===== src/rtl/dds_pkg.sv =====
// Shared constants and FSM state encoding for the DDS sequencer.
// Imported by dds_phase_acc and dds_seq_ctrl.
package dds_pkg;

    localparam int ACC_W      = 32;
    localparam int ROM_ADDR_W = 8;
    localparam int ROM_DATA_W = 10;
    localparam int CNT_W      = 16;

    typedef enum logic [1:0] {
        ST_IDLE  = 2'd0,
        ST_RUN   = 2'd1,
        ST_DRAIN = 2'd2
    } state_t;

endpackage


===== src/rtl/dds_phase_acc.sv =====
// Phase accumulator: synchronous load, enable-gated add, wrap carry.
// Ports: clk, rst, i_load/i_load_val, i_en, i_ftw, o_addr_nxt, o_carry.
module dds_phase_acc
    import dds_pkg::*;
#(
    parameter int ACC_W = dds_pkg::ACC_W
) (
    input  logic                  clk,
    input  logic                  rst,
    input  logic                  i_load,
    input  logic [ACC_W-1:0]      i_load_val,
    input  logic                  i_en,
    input  logic [ACC_W-1:0]      i_ftw,
    output logic [ROM_ADDR_W-1:0] o_addr_nxt,
    output logic                  o_carry
);

    logic [ACC_W-1:0] r_acc;
    logic [ACC_W:0]   w_sum;

    assign w_sum      = {1'b0, r_acc} + {1'b0, i_ftw};
    assign o_carry    = w_sum[ACC_W];
    // Address of the sample that follows the current one.
    assign o_addr_nxt = w_sum[ACC_W-1 -: ROM_ADDR_W];

    always_ff @(posedge clk) begin
        if (rst) begin
            r_acc <= '0;
        end else if (i_load) begin
            r_acc <= i_load_val;
        end else if (i_en) begin
            r_acc <= w_sum[ACC_W-1:0];
        end
    end

endmodule


===== src/rtl/dds_seq_ctrl.sv =====
// DDS sequencer: config shadowing, run FSM, period counting, ROM
// addressing and output-valid alignment to the 1-cycle ROM latency.
// Ports: clk/rst, cfg_* handshake, start/stop, busy/done,
// rom_en/rom_addr/rom_q to the cosine ROM, dout/dout_valid.
module dds_seq_ctrl #(
    parameter int ACC_W = dds_pkg::ACC_W,
    parameter int CNT_W = dds_pkg::CNT_W
) (
    input  logic                           clk,
    input  logic                           rst,
    input  logic                           cfg_valid,
    output logic                           cfg_ready,
    input  logic [ACC_W-1:0]               cfg_ftw,
    input  logic [dds_pkg::ROM_ADDR_W-1:0] cfg_phase,
    input  logic [CNT_W-1:0]               cfg_periods,
    input  logic                           start,
    input  logic                           stop,
    output logic                           busy,
    output logic                           done,
    output logic                           rom_en,
    output logic [dds_pkg::ROM_ADDR_W-1:0] rom_addr,
    input  logic [dds_pkg::ROM_DATA_W-1:0] rom_q,
    output logic [dds_pkg::ROM_DATA_W-1:0] dout,
    output logic                           dout_valid
);

    import dds_pkg::*;

    state_t r_state;
    state_t w_state_nxt;

    logic [ACC_W-1:0]      r_ftw;
    logic [ROM_ADDR_W-1:0] r_phase;
    logic [CNT_W-1:0]      r_periods;
    logic [CNT_W-1:0]      r_cnt;
    logic                  r_rom_en;
    logic [ROM_ADDR_W-1:0] r_rom_addr;
    logic                  r_dout_valid;

    logic                  w_cfg_hs;
    logic [ROM_ADDR_W-1:0] w_start_phase;
    logic [ACC_W-1:0]      w_load_val;
    logic                  w_load;
    logic                  w_run;
    logic                  w_last;
    logic                  w_carry;
    logic [ROM_ADDR_W-1:0] w_addr_nxt;
    logic [CNT_W-1:0]      w_cnt_inc;
    logic                  w_wrap_end;

    assign w_cfg_hs = cfg_valid & cfg_ready;

    // A config offered together with start takes effect for that run.
    assign w_start_phase = w_cfg_hs ? cfg_phase : r_phase;
    assign w_load_val    = {w_start_phase, {(ACC_W-ROM_ADDR_W){1'b0}}};

    assign w_cnt_inc  = r_cnt + CNT_W'(1);
    assign w_wrap_end = w_carry && (r_periods != '0)
                        && (w_cnt_inc == r_periods);

    dds_phase_acc #(
        .ACC_W (ACC_W)
    ) u_acc (
        .clk        (clk),
        .rst        (rst),
        .i_load     (w_load),
        .i_load_val (w_load_val),
        .i_en       (w_run),
        .i_ftw      (r_ftw),
        .o_addr_nxt (w_addr_nxt),
        .o_carry    (w_carry)
    );

    always_ff @(posedge clk) begin
        if (rst) begin
            r_state <= ST_IDLE;
        end else begin
            r_state <= w_state_nxt;
        end
    end

    always_comb begin
        w_state_nxt = r_state;
        cfg_ready   = 1'b0;
        w_load      = 1'b0;
        w_run       = 1'b0;
        w_last      = 1'b0;
        done        = 1'b0;
        unique case (r_state)
            ST_IDLE: begin
                cfg_ready = 1'b1;
                if (start) begin
                    w_load      = 1'b1;
                    w_state_nxt = ST_RUN;
                end
            end
            ST_RUN: begin
                w_run = 1'b1;
                // Sample issued this cycle is the final one.
                if (stop || w_wrap_end) begin
                    w_last      = 1'b1;
                    w_state_nxt = ST_DRAIN;
                end
            end
            ST_DRAIN: begin
                done        = 1'b1;
                w_state_nxt = ST_IDLE;
            end
            default: begin
                w_state_nxt = ST_IDLE;
            end
        endcase
    end

    always_ff @(posedge clk) begin
        if (rst) begin
            r_ftw        <= '0;
            r_phase      <= '0;
            r_periods    <= '0;
            r_cnt        <= '0;
            r_rom_en     <= 1'b0;
            r_rom_addr   <= '0;
            r_dout_valid <= 1'b0;
        end else begin
            if (w_cfg_hs) begin
                r_ftw     <= cfg_ftw;
                r_phase   <= cfg_phase;
                r_periods <= cfg_periods;
            end
            if (w_load) begin
                r_cnt      <= '0;
                r_rom_en   <= 1'b1;
                r_rom_addr <= w_start_phase;
            end else if (w_run) begin
                if (w_carry) begin
                    r_cnt <= w_cnt_inc;
                end
                if (w_last) begin
                    r_rom_en   <= 1'b0;
                    r_rom_addr <= '0;
                end else begin
                    r_rom_en   <= 1'b1;
                    r_rom_addr <= w_addr_nxt;
                end
            end
            r_dout_valid <= r_rom_en;
        end
    end

    assign busy       = (r_state != ST_IDLE);
    assign rom_en     = r_rom_en;
    assign rom_addr   = r_rom_addr;
    assign dout       = rom_q;
    assign dout_valid = r_dout_valid;

endmodule


===== config.mk =====
export PLATFORM = sky130hd
export DESIGN_NAME = dds_seq_ctrl
export DESIGN_NICKNAME = d
export VERILOG_FILES = /design/src/rtl/dds_pkg.sv /design/src/rtl/dds_phase_acc.sv /design/src/rtl/dds_seq_ctrl.sv
export SDC_FILE = /design/constraint.sdc
export NUM_CORES = 1
export LEC_CHECK = 0
export CAP_MARGIN = 25
export CORE_ASPECT_RATIO = 1.25
export CORE_UTILIZATION = 27
export DETAILED_ROUTE_END_ITERATION = 16
export PLACE_DENSITY_LB_ADDON = 0.08
export SLEW_MARGIN = 40
export SYNTH_ARGS = -nofsm -noshare
export SYNTH_HDL_FRONTEND = slang
export SYNTH_SLANG_ARGS = --single-unit

===== constraint.sdc =====
create_clock -name clk -period 2.9 [get_ports clk]
set_input_delay 0.29 -clock clk [delete_from_list [all_inputs] [get_ports clk]]
set_output_delay 0.29 -clock clk [all_outputs]
set_load 0.02 [all_outputs]

==> key figures <==
Outcome
  • Outcome: complete, no violations

Placement
  • Post-Place Cells: 1256
  • Placed inst area: between 8000 and 9000 µm²
  • HPWL Detailed: 15600 µm
  • Port bufs: between 70 and 80
  • Place WS: -0.0392 ns
  • GPL Wtd Cong: 0.787

Job
  • Max-Cap Viols: 0

Die
  • Std-Cell Rows: 64
  • Core area: between 20000 and 25000 µm²
  • Die area: ~26000 µm²
  • Die Y: 180 µm
  • Starting Density: 0.277
  • Io pins: between 90 and 100
  • Die X: roughly 140 µm

Cells and area
  • Nets@finish: ~1100
  • Final cell utilization of the core: 0.353
  • Area Overhead vs Synth: 27.6%
  • Final antenna diode count: 0
  • Non-Filler Instances: approximately 1300
  • Design area: 8710 µm²
  • Share of cells above drive strength 1: 0.121

Synth
  • Cells after synthesis: 864
  • Post-Synthesis Cell Area: 6830 µm²
  • Mapped Nets: about 970
  • Area leader, netlist: dfxtp_1
  • EDFF count, synth: 0
  • Syn_area_per_cell: 7.90 µm²
  • Synth Flop Type: dfxtp_1
  • Ys async rst share: 0
  • Sequential fraction of the synthesis area: 0.340
  • Count of different cell masters after synthesis: 82
  • Flip-flop and latch count after synthesis: roughly 120
  • Share of the synthesized area in the top cell type: 0.340
  • Synth area leaders: dfxtp_1 34%, a21oi_1 10%, nand2_1 9.0%
  • Warnings, synthesis: 0

Timing
  • F_max: 365 MHz
  • Final hold slack: between 0.3 and 0.4 ns
  • Tmin final: between 2 and 3 ns
  • Endpoints failing setup: 0
  • Pins Over Slew Limit: 0
  • Final setup TNS: 0 ns
  • RSZ-0062 raised after global routing: no
  • Worst Tran Pin Value: around 0.57 ns
  • Final Cycle Share: 0.945
  • Slew HR: 0.618
  • Worst Skew: 0.0154 ns
  • Final worst slack: 0.160 ns
  • Hold Vio Cnt, Final: 0

Clocking
  • Clk_lat worst skew: roughly 0.43 ns
  • # hold bufs at CTS: 0
  • Root buf cell: clkbuf_16
  • CTS tree: built
  • Clock Path Buffers: 2
  • CTS sink cnt: between 100 and 150
  • Inserted Clock Buffers: 17
  • CTS H-tree lvls: 4
  • CTS clock-pin slew for the worst setup and hold paths: roughly 0.060 ns

Worst setup path
  • Cell Chain, Critical Path: ha_1 > a211o_1 > a2111o_1 > a21oi_1 > o21a_1 > o31ai_2 > o311a_1 > a211oi_1 > buf_4 > o22ai_1
  • Largest fanout on the critical path: 6
  • Top delay family on crit path: compound AO/OA/AOI/OAI gates
  • Worst-path cell with the longest stage delay: a2111o_1
  • Worst endpoint required time: 3.19 ns
  • Arr. time, crit path: 3.03 ns
  • Reg2Reg Depth: 10
  • FF-to-FF End: u_acc.r_acc[31]
  • Crit path kind: reg2reg
  • Crit path largest cell delay: around 0.4 ns
  • Worst path buffer plus inverter count: 1
  • R2R setup slack: ~0.16 ns
  • Worst r2r src: r_ftw[12]
  • CP endpoint kind: flip-flop
  • Setup crit start kind: flip-flop

Detailed routing
  • Drt wl/cell: 16.1 µm
  • Residual DRC count: 0
  • DR iter-0 viols: 312
  • WL final: between 20000 and 25000 µm
  • DR vias: around 6400
  • Metal2 WL: a little over 10000 µm
  • Drt via density: approximately 4.9
  • Routed Antenna Nets: 0
  • Metal1 wirelength: just under 10000 µm
  • DR top layer: met4
  • Drt first pass iters: 5
  • Metal3 WL: between 500 and 600 µm

Min path
  • WHS Endpoint: u_acc.r_acc[30]
  • Hold Crit Depth: 2
  • Hold Startpoint: rst
  • Worst hold-check path type: in2reg

Global routing
  • Global-route wire length before repair: ~34000 µm
  • Total grt overflow: 0
  • Tot GR Track Use: 0.168
  • Pin count of the biggest net entering global routing: 41
  • Initial antenna violation count: 0
  • Vias in the first global route: about 6300

Power
  • Flop pwr share: 0.388
  • NetSw: around 1.2 mW
  • Max IR drop VDD: ~0.00038 V
  • LEAKAGE: about 3.4 nW
  • Comb power frac: 0.155
  • Power per standard cell area: approximately 500 nW/µm²
  • Switching Share: 0.276
  • Internal power: about 3.2 mW
  • Total Power: about 4.5 mW
  • Clock share of power: 0.457
registers in the layout, indices dropped and copies added, names as in the netlist:
| signal | cells |
|---|---|
| u_acc.r_acc | 32 |
| r_phase | 8 |
| r_cnt | 16 |
| r_periods | 16 |
| r_state | 2 |
| rom_addr | 8 |
| rom_en | 1 |
| dout_valid | 1 |
| r_ftw | 32 |
power groups by stage:
stage	clock network [mW]	registers, mW	logic [mW]
floorplan	0	1.76	0.439
global placement	0	1.77	0.699
detailed placement	0	1.77	0.695
CTS	2.10	1.73	0.700
global route	2.17	1.74	0.770
finish	2.04	1.73	0.692
synthesized netlist by cell type, types with 4 or more instances:
library cell / number
xor2_1: 21
o21ai_0: 18
dfxtp_1: 116
a211o_1: 4
buf_4: 14
nor3_1: 10
ha_1: 33
inv_1: 16
a21o_1: 10
nor4_1: 7
a31oi_1: 10
nor2_1: 43
a211oi_1: 10
o211ai_1: 7
o21bai_1: 5
nand4_1: 10
nand3b_1: 6
and4_1: 4
clkbuf_1: 33
a21oi_1: 136
nand3_1: 21
buf_2: 7
nand2b_1: 8
and2_1: 5
or4_1: 4
buf_1: 5
or3_1: 5
o21a_1: 9
o31ai_1: 7
xnor2_1: 31
nand2_1: 164
mux2i_1: 9
nor2b_1: 4
o22ai_1: 4
kinds of logic after synthesis:
family,synth area share
and+or+nand+nor,0.212
AOI/OAI and AO/OA,0.253
DFF,0.340
buffers and inverters,0.0519
xor gates and xnor gates,0.0667
adders and majority gates,0.0634
muxes,0.0132
repair_timing:
item	in CTS	in global routing
resized for setup	3	11
pin swaps	4	6
endpoints found under the setup margin	3	22
buffers inserted	2	3
endpoints found under the hold margin	0	0
layer usage:
| metal | track usage | vias up |
|---|---|---|
| met2 | 0.291 | 102 |
| met1 | 0.209 | 3001 |
| met3 | 0.0250 | 24 |
| li1 | - | 3255 |
| met5 | 0 | - |
| met4 | 0.0606 | 0 |
worst reg2reg max path, delay by kind of cell, from the launching register on:
kind | cells | cell delay, ns
buffers and inverters | 1 | 0.17
DFF | 1 | 0.33
adders and majority gates | 1 | 0.39
AOI/OAI and AO/OA | 8 | 1.72
layout make-up:
class	count	area (µm²)
multi-input cells	672	4230
flip-flops and latches	116	2320
repair buffers	127	1130
fillers	2687	16000
clock inverters	10	109
inverters	16	60.1
well taps	330	413
clock buffers	22	444
layout by cell type (no fill, tap or decap), types with 5 or more instances in the layout:
master             n
o21bai_1           5
nand2b_1           8
nor2_1            43
nand3_1           21
dfxtp_1          116
nand2_1          163
clkbuf_16         17
xor2_1            21
a21o_1            10
clkdlybuf4s50_1   72
a21oi_1          134
o31ai_1            6
nor4_1             7
ha_1              31
buf_4             54
inv_1             16
clkbuf_1           5
nand3b_1           6
a211oi_1           9
o211ai_1           7
a31oi_1            9
o21ai_0           18
o21a_1             9
mux2i_1            9
xnor2_1           31
nand4_1           10
clkinv_2           5
nor3_1            10
or3_1              5
how the worst max path moves through the flow:
stage | startpoint | to | cells past startpoint
finish | r_ftw[12] | u_acc.r_acc[31] | 10
global route | u_acc.r_acc[6] | r_cnt[7] | 11
CTS | r_ftw[0] | rom_addr[6] | 10
detailed placement | r_ftw[0] | rom_addr[6] | 10
global placement | r_ftw[0] | rom_addr[6] | 10
floorplan | r_ftw[0] | rom_addr[6] | 10
Power figures use the tool's default switching activity.
